**src/rtl/cordic_rotator.sv**
```systemverilog
// cordic_rotator: iterative rotation-mode CORDIC producing cos/sin of a
// Q4.23 angle. The angle is clamped to [-pi/2, +pi/2] when it is accepted,
// and one micro-rotation is performed per clock.
//
// Handshake: start is sampled on every rising edge but acts only in IDLE.
// busy is high in RUN and DONE, and any start seen while busy is dropped,
// with no queueing. done is high for exactly the one DONE cycle. cos_out
// and sin_out take their new values on the edge that enters DONE, so they
// are already valid while done is high, and they hold until the next DONE.
module cordic_rotator #(
    parameter int ITERATIONS = 24
) (
    input  logic        clk,
    input  logic        rst,
    input  logic        start,
    input  logic [26:0] angle_in,
    output logic        busy,
    output logic        done,
    output logic [26:0] cos_out,
    output logic [26:0] sin_out
);

    typedef enum logic [1:0] {
        IDLE = 2'd0,
        RUN  = 2'd1,
        DONE = 2'd2
    } state_t;

    // K = prod 1/sqrt(1+2^-2i) pre-applied, so the final x/y need no scaling.
    localparam logic signed [26:0] K_INIT  = 27'sd5094007;
    localparam logic signed [26:0] ANG_MAX = 27'sd13176795;
    localparam logic signed [26:0] ANG_MIN = -27'sd13176795;
    localparam logic [4:0]         LAST_I  = 5'(ITERATIONS - 1);

    state_t            state;
    state_t            state_next;
    logic signed [26:0] x;
    logic signed [26:0] y;
    logic signed [26:0] z;
    logic [4:0]         i;

    logic signed [26:0] angle_s;
    logic signed [26:0] z_load;
    logic signed [26:0] x_shift;
    logic signed [26:0] y_shift;
    logic signed [26:0] atan_i;
    logic signed [26:0] x_next;
    logic signed [26:0] y_next;
    logic signed [26:0] z_next;
    logic               last_iter;

    // round(atan(2^-i) * 2^23); entries beyond 23 are never reached.
    function automatic logic signed [26:0] atan_lut(input logic [4:0] idx);
        case (idx)
            5'd0:    atan_lut = 27'sd6588397;
            5'd1:    atan_lut = 27'sd3889358;
            5'd2:    atan_lut = 27'sd2055030;
            5'd3:    atan_lut = 27'sd1043165;
            5'd4:    atan_lut = 27'sd523607;
            5'd5:    atan_lut = 27'sd262059;
            5'd6:    atan_lut = 27'sd131061;
            5'd7:    atan_lut = 27'sd65535;
            5'd8:    atan_lut = 27'sd32768;
            5'd9:    atan_lut = 27'sd16384;
            5'd10:   atan_lut = 27'sd8192;
            5'd11:   atan_lut = 27'sd4096;
            5'd12:   atan_lut = 27'sd2048;
            5'd13:   atan_lut = 27'sd1024;
            5'd14:   atan_lut = 27'sd512;
            5'd15:   atan_lut = 27'sd256;
            5'd16:   atan_lut = 27'sd128;
            5'd17:   atan_lut = 27'sd64;
            5'd18:   atan_lut = 27'sd32;
            5'd19:   atan_lut = 27'sd16;
            5'd20:   atan_lut = 27'sd8;
            5'd21:   atan_lut = 27'sd4;
            5'd22:   atan_lut = 27'sd2;
            5'd23:   atan_lut = 27'sd1;
            default: atan_lut = 27'sd0;
        endcase
    endfunction

    // Clamp the incoming angle into the range where CORDIC converges.
    always_comb begin
        angle_s = $signed(angle_in);
        z_load  = angle_s;
        if (angle_s > ANG_MAX) begin
            z_load = ANG_MAX;
        end else if (angle_s < ANG_MIN) begin
            z_load = ANG_MIN;
        end
    end

    // One micro-rotation, steered by the sign of the residual angle.
    always_comb begin
        x_shift   = x >>> i;
        y_shift   = y >>> i;
        atan_i    = atan_lut(i);
        last_iter = (i == LAST_I);
        if (!z[26]) begin
            x_next = x - y_shift;
            y_next = y + x_shift;
            z_next = z - atan_i;
        end else begin
            x_next = x + y_shift;
            y_next = y - x_shift;
            z_next = z + atan_i;
        end
    end

    // Next-state logic and status outputs.
    always_comb begin
        state_next = state;
        busy       = 1'b0;
        done       = 1'b0;
        case (state)
            IDLE: begin
                if (start) begin
                    state_next = RUN;
                end
            end
            RUN: begin
                busy = 1'b1;
                if (last_iter) begin
                    state_next = DONE;
                end
            end
            DONE: begin
                busy       = 1'b1;
                done       = 1'b1;
                state_next = IDLE;
            end
            default: begin
                state_next = IDLE;
            end
        endcase
    end

    // State register.
    always_ff @(posedge clk or posedge rst) begin
        if (rst) begin
            state <= IDLE;
        end else begin
            state <= state_next;
        end
    end

    // Datapath: load on accept, iterate in RUN, publish the final rotation.
    always_ff @(posedge clk or posedge rst) begin
        if (rst) begin
            x       <= '0;
            y       <= '0;
            z       <= '0;
            i       <= '0;
            cos_out <= '0;
            sin_out <= '0;
        end else begin
            case (state)
                IDLE: begin
                    if (start) begin
                        x <= K_INIT;
                        y <= '0;
                        z <= z_load;
                        i <= '0;
                    end
                end
                RUN: begin
                    x <= x_next;
                    y <= y_next;
                    z <= z_next;
                    i <= i + 5'd1;
                    if (last_iter) begin
                        cos_out <= x_next;
                        sin_out <= y_next;
                    end
                end
                default: begin
                end
            endcase
        end
    end

endmodule
```
**config.mk**
```make
export PLATFORM = sky130hd
export DESIGN_NAME = cordic_rotator
export DESIGN_NICKNAME = d
export VERILOG_FILES = /design/src/rtl/cordic_rotator.sv
export SDC_FILE = /design/constraint.sdc
export NUM_CORES = 1
export LEC_CHECK = 0
export CAP_MARGIN = 20
export CORE_MARGIN = 8
export CORE_UTILIZATION = 30
export CTS_BUF_LIST = sky130_fd_sc_hd__clkbuf_16
export CTS_CLUSTER_DIAMETER = 30
export DETAILED_ROUTE_END_ITERATION = 6
export HOLD_SLACK_MARGIN = 0.03
export PLACE_DENSITY = 0.53
export SLEW_MARGIN = 20
export SYNTH_ARGS = -nofsm -noshare
export SYNTH_HDL_FRONTEND = slang
export SYNTH_SLANG_ARGS = --single-unit
```
**constraint.sdc**
```tcl
create_clock -name clk -period 19.01 [get_ports clk]
set_input_delay 3.802 -clock clk [delete_from_list [all_inputs] [get_ports clk]]
set_output_delay 3.802 -clock clk [all_outputs]
set_load 0.005 [all_outputs]
```
==> Yosys cells after proc, flatten, opt, wreduce, memory -nomap -nowiden <==
Memories as Yosys holds them, arrays and structs flattened.
Index checks and enable logic that the tools add are counted.
{ "totals": {"wordCells": 48, "memories": 1, "latchBits": 0, "ram_bits": 0, "inputBits": 30, "ff_bits": 142, "mem_bits_ro": 736, "output_inout_bits": 56} }
{ "mem_list": {"columns": ["memory", "depth", "word_bits", "read_ports", "rd_clocked_by_memory_dff", "write_ports", "line", "rtl"], "rows": [
  ["(name not given)", 32, 23, 1, 0, 0, "54", "case (idx)"]
]} }
{ "classes": {"add_sub_neg": 7, "bitwise": 0, "n_mul": 0, "eq_ne": 5, "shifts": 2, "n_lt_le_gt_ge": 2, "reduce_logical": 6, "div": 0, "n_mux": 18} }
{ "op_table": {"columns": ["operator", "count"], "rows": [
  ["two-way mux 27 bit", 8],
  ["one-hot mux 27 bit (2 select lines)", 3],
  ["adder 27 bit", 3],
  ["subtractor 27 bit", 3],
  [">>> shifter 27 x 5 -> 27 bit", 2],
  ["> comparator 27 x 25 -> 1 bit, second input constant", 1],
  ["less-than comparator 27 x 25 -> 1 bit, second input constant", 1],
  ["one-hot mux 5 bit (2 select lines)", 1],
  ["AND reduction 2 bit", 3],
  ["adder 5 x 1 -> 5 bit, second input constant", 1],
  ["== test 5 bit, second input constant", 1],
  ["two-way mux 5 bit", 1],
  ["two-way mux 2 bit", 2],
  ["!= test 2 bit, second input constant", 2],
  ["one-hot mux 2 bit (2 select lines)", 1],
  ["== test 2 x 1 -> 1 bit, second input constant", 1],
  ["== test 2 bit, second input constant", 1],
  ["logical NOT 2 bit", 1],
  ["two-way mux 1 bit", 2],
  ["nonzero test 2 bit", 1],
  ["OR reduction 2 bit", 1]
]} }

==> Logic depth before layout (Yosys ltp) <==
{ "logic_depth": {"word_depth": 5, "mapped_depth": 33, "ltp_nobuf": 26} }

==> Worst setup path after synthesis <==
No wires, ideal clock.
{ "synth_path": {"path_type": "register to register", "start": "register i[4]", "end": "register x[26]", "period_less_slack_ns": 6.366, "stages_incl_launch_ff": 30, "setup_ns": 0.076, "slack_ns": 12.644, "path_buffers": 7, "t_arrival_ns": 6.290, "required_ns": 18.934, "path_cell_list": "dfrtp_1 clkbuf_1 clkbuf_1 clkbuf_1 buf_1 clkbuf_1 buf_1 clkbuf_1 nand2_1 o21a_1 ha_1 and3_1 a41oi_1 a32oi_1 and2_1 a21oi_1 xnor2_1 nand2_1 o21ai_0 ha_1 and3_1 nand3_1 nor2_1 a211o_1 a41o_1 o41ai_1 o21ai_0 xnor3_1 or3_1 o21ai_1"} }
{ "synth_between": {"elab_chain_cells": 4, "elab_cells_between_ends": 5, "classes_between": "add/sub (2); shift (1); mux (2)"} }
{ "synth_rtl": {"columns": ["item", "line", "rtl"], "rows": [
  ["start: declaration", "40", "logic [4:0] i;"],
  ["start signal: assignment", "171", "i <= i + 5'd1;"],
  [">>> shifter 27 x 5 -> 27 bit *", "97", "y_shift = y >>> i;"],
  ["subtractor 27 bit or adder 27 bit (tied branches)", "101, 105", null],
  ["two-way mux 27 bit *", "100", "if (!z[26]) begin"],
  ["one-hot mux 27 bit (2 select lines) *", "158", "case (state)"],
  ["end signal: assignment", "168", "x <= x_next;"],
  ["end: declaration", "37", "logic signed [26:0] x;"]
]} }
Mark *: on every way between the ends. The rest lies on a longest branch, timed or not.
A chain may end at the register's enable or synchronous reset.

==> Final worst setup path <==
{ "layout_path": {"start": "register i[0]", "end": "register x[26]"} }
Same word-level chain as after synthesis.

==> out/results.tsv <==
metric	value	unit
GR Util All Layers	0.178	
Rows	83	
Post-synth EDFFs	0	
Data arrival, critical path	8.18	ns
vias	14100	
# Post-CTS Setup Buffers	0	
Starting DRT DRC Count	1191	
diode count	0	
commonest non-fill, non-tap cell in the layout	a21oi_1	
Final min period	7.78	ns
wire length per cell	22.1	um
most frequent cells in the layout	a21oi_1 (154), nand2_1 (141), nor2_1 (138)	
WS Path Type	flip-flop to flip-flop	
GPL Wtd Cong	0.893	
hold_sp	sin_out[2]	
RSZ-0062 raised after global routing	no	
WHS Endpoint	sin_out[2]	
initial antenna violation count	0	
worst hold path type	flip-flop to flip-flop	
CTS root buf	clkbuf_16	
Synth Net Count	1875	
clk_skew	0.0137	ns
Avg Cell Area, Syn	8.96	um2
largest net degree at the start of global routing	82	
# setup viols final	0	
I/O Buffers	85	
ANT nets after route	0	
Async S/R FF share, synth	1.00	
Netlist cell types	97	
cts repair resizes	0	
Die ar.	59500	um2
share of the synthesized area in the top cell type	0.228	
Rel. slew slack	0.339	
CTS Sinks	142	
Overflow after GRT	0	
dominant synthesized flop cell	dfrtp_1	
sequential area share after synthesis	0.228	
via/cell ratio	5.77	
synthesis-to-finish area growth	12.4	%
Top Family by Delay on Critical Path	compound AO/OA/AOI/OAI gates	
Final period util	0.409	
Max Clock Freq	129	MHz
WP data required	19.41	ns
clock buffer depth	2	
core area	51300	um2
CTS tree	built	
final hold violations	0	
H-tree depth	4	
CP endpoint kind	flip-flop	
critical path's largest stage delay	0.82	ns
first-pass GRT wire length	83700	um
layout cells sized above 1	0.108	
first-pass iteration count of the detailed router	6	
worst-skew pair later-pin latency	0.48	ns
vias in the first global route	13800	
Ys Warns	0	
setup tns final	0	ns
die extent in x	244	um
fin nets	1884	
R2R setup slack	11.23	ns
DP Wirelength	39300	um
status	completed	
Initial Util	0.304	
critical path launch point type	flip-flop	
worst-case reg-to-reg path depth	27	
clk slew on worst S/H paths	0.06	ns
Post-CTS Hold Fix Bufs	0	
RR Endpoint	x[26]	
Syn Inst Count	1740	
Die Ht	244	um
slowest CP cell	buf_4	
final WL	54000	um
Worst Tran Pin Value	0.992	ns
total CTS buffers	17	
most frequent CP cell	nand2_1	
CP Max Fanout	70	
Yosys top cell by area	dfrtp_1	
dominant cells by area after synthesis	dfrtp_1 (23%), ha_1 (8.2%), mux4_1 (6.2%)	
R2R Path Start	i[0]	
IO Count	86	
max_cap viols	0	
Hold Path Stages	2	
FF+latch count, synth	142	
synthesized area	15600	um2
number of buffers and inverters on the critical path	1	
DRC errors left	0	
Slew Viols, Final	0	
cell usage after synthesis, types with 37 or more instances:
master	number
a21oi_1	154
a31oi_1	38
clkbuf_1	59
dfrtp_1	142
ha_1	102
inv_1	44
mux2_2	71
mux2i_1	43
mux4_1	37
nand2_1	143
nor2_1	140
o21ai_0	95
xnor2_1	89
xor2_1	51
final cells by class:
type	instances	area [um2]
clock buffer	17	425
clock inverter	15	225
fill	5268	33800
inverter	48	185
multi-input combinational	1438	11300
sequential	142	3560
tap	680	851
timing repair buffer	102	978
per-layer routing:
layer	share of wire	vias to the layer above	global-route usage
met2	0.47	511	0.289
met5	0	-	0
met4	0.032	0	0.0678
met3	0.056	84	0.0332
met1	0.45	6903	0.233
li1	-	6600	-
logic make-up (layout without fill, tap and decap cells):
logic type	count (synthesis)	after routing	synth area share
DFF	142	142	0.228
and+or+nand+nor	465	465	0.142
adders and majority gates	105	105	0.0857
buffers and inverters	160	182	0.0497
xor gates and xnor gates	142	142	0.0811
AOI/OAI and AO/OA	547	547	0.235
muxes	179	179	0.179
registers in the layout (all words and copies together) (netlist names):
| name | count |
|---|---|
| state | 2 |
| z | 27 |
| x | 27 |
| sin_out | 27 |
| cos_out | 27 |
| y | 27 |
| i | 5 |
tightest hold or removal path, delay by kind of cell (launching register included):
kind	cells	cell delay, ns
compound gates	1	0.06
simple gates	1	0.04
flops	1	0.34
through the flow:
step / std cells / cell area, um2 / util / hold WS, ns / setup slack [ns]
after CTS: 2442 / 17500 / 0.341 / 0.487 / 11.28
final: 2442 / 17500 / 0.341 / 0.479 / 11.23
after detailed placement: 2410 / 16900 / 0.329 / 0.474 / 11.33
after global placement: 2410 / 16900 / 0.329 / 0.470 / 11.44
after global routing: 2442 / 17500 / 0.341 / 0.510 / 10.65
after floorplan: 1740 / 15600 / - / 0.456 / 11.40
worst max-delay path by stage:
stage               start    endpoint  slack (ns)  depth (start not counted)
floorplan             rst  cos_out[0]       11.40                          1
global placement     i[0]       x[26]       11.44                         27
detailed placement   i[0]       x[26]       11.33                         27
CTS                  i[0]       x[26]       11.28                         27
global route         i[0]       x[26]       10.65                         27
finish               i[0]       x[26]       11.23                         27
Power is left out: the tool's default activity adds up to more than one toggle a clock period on the data nets, which glitch-free logic cannot reach.
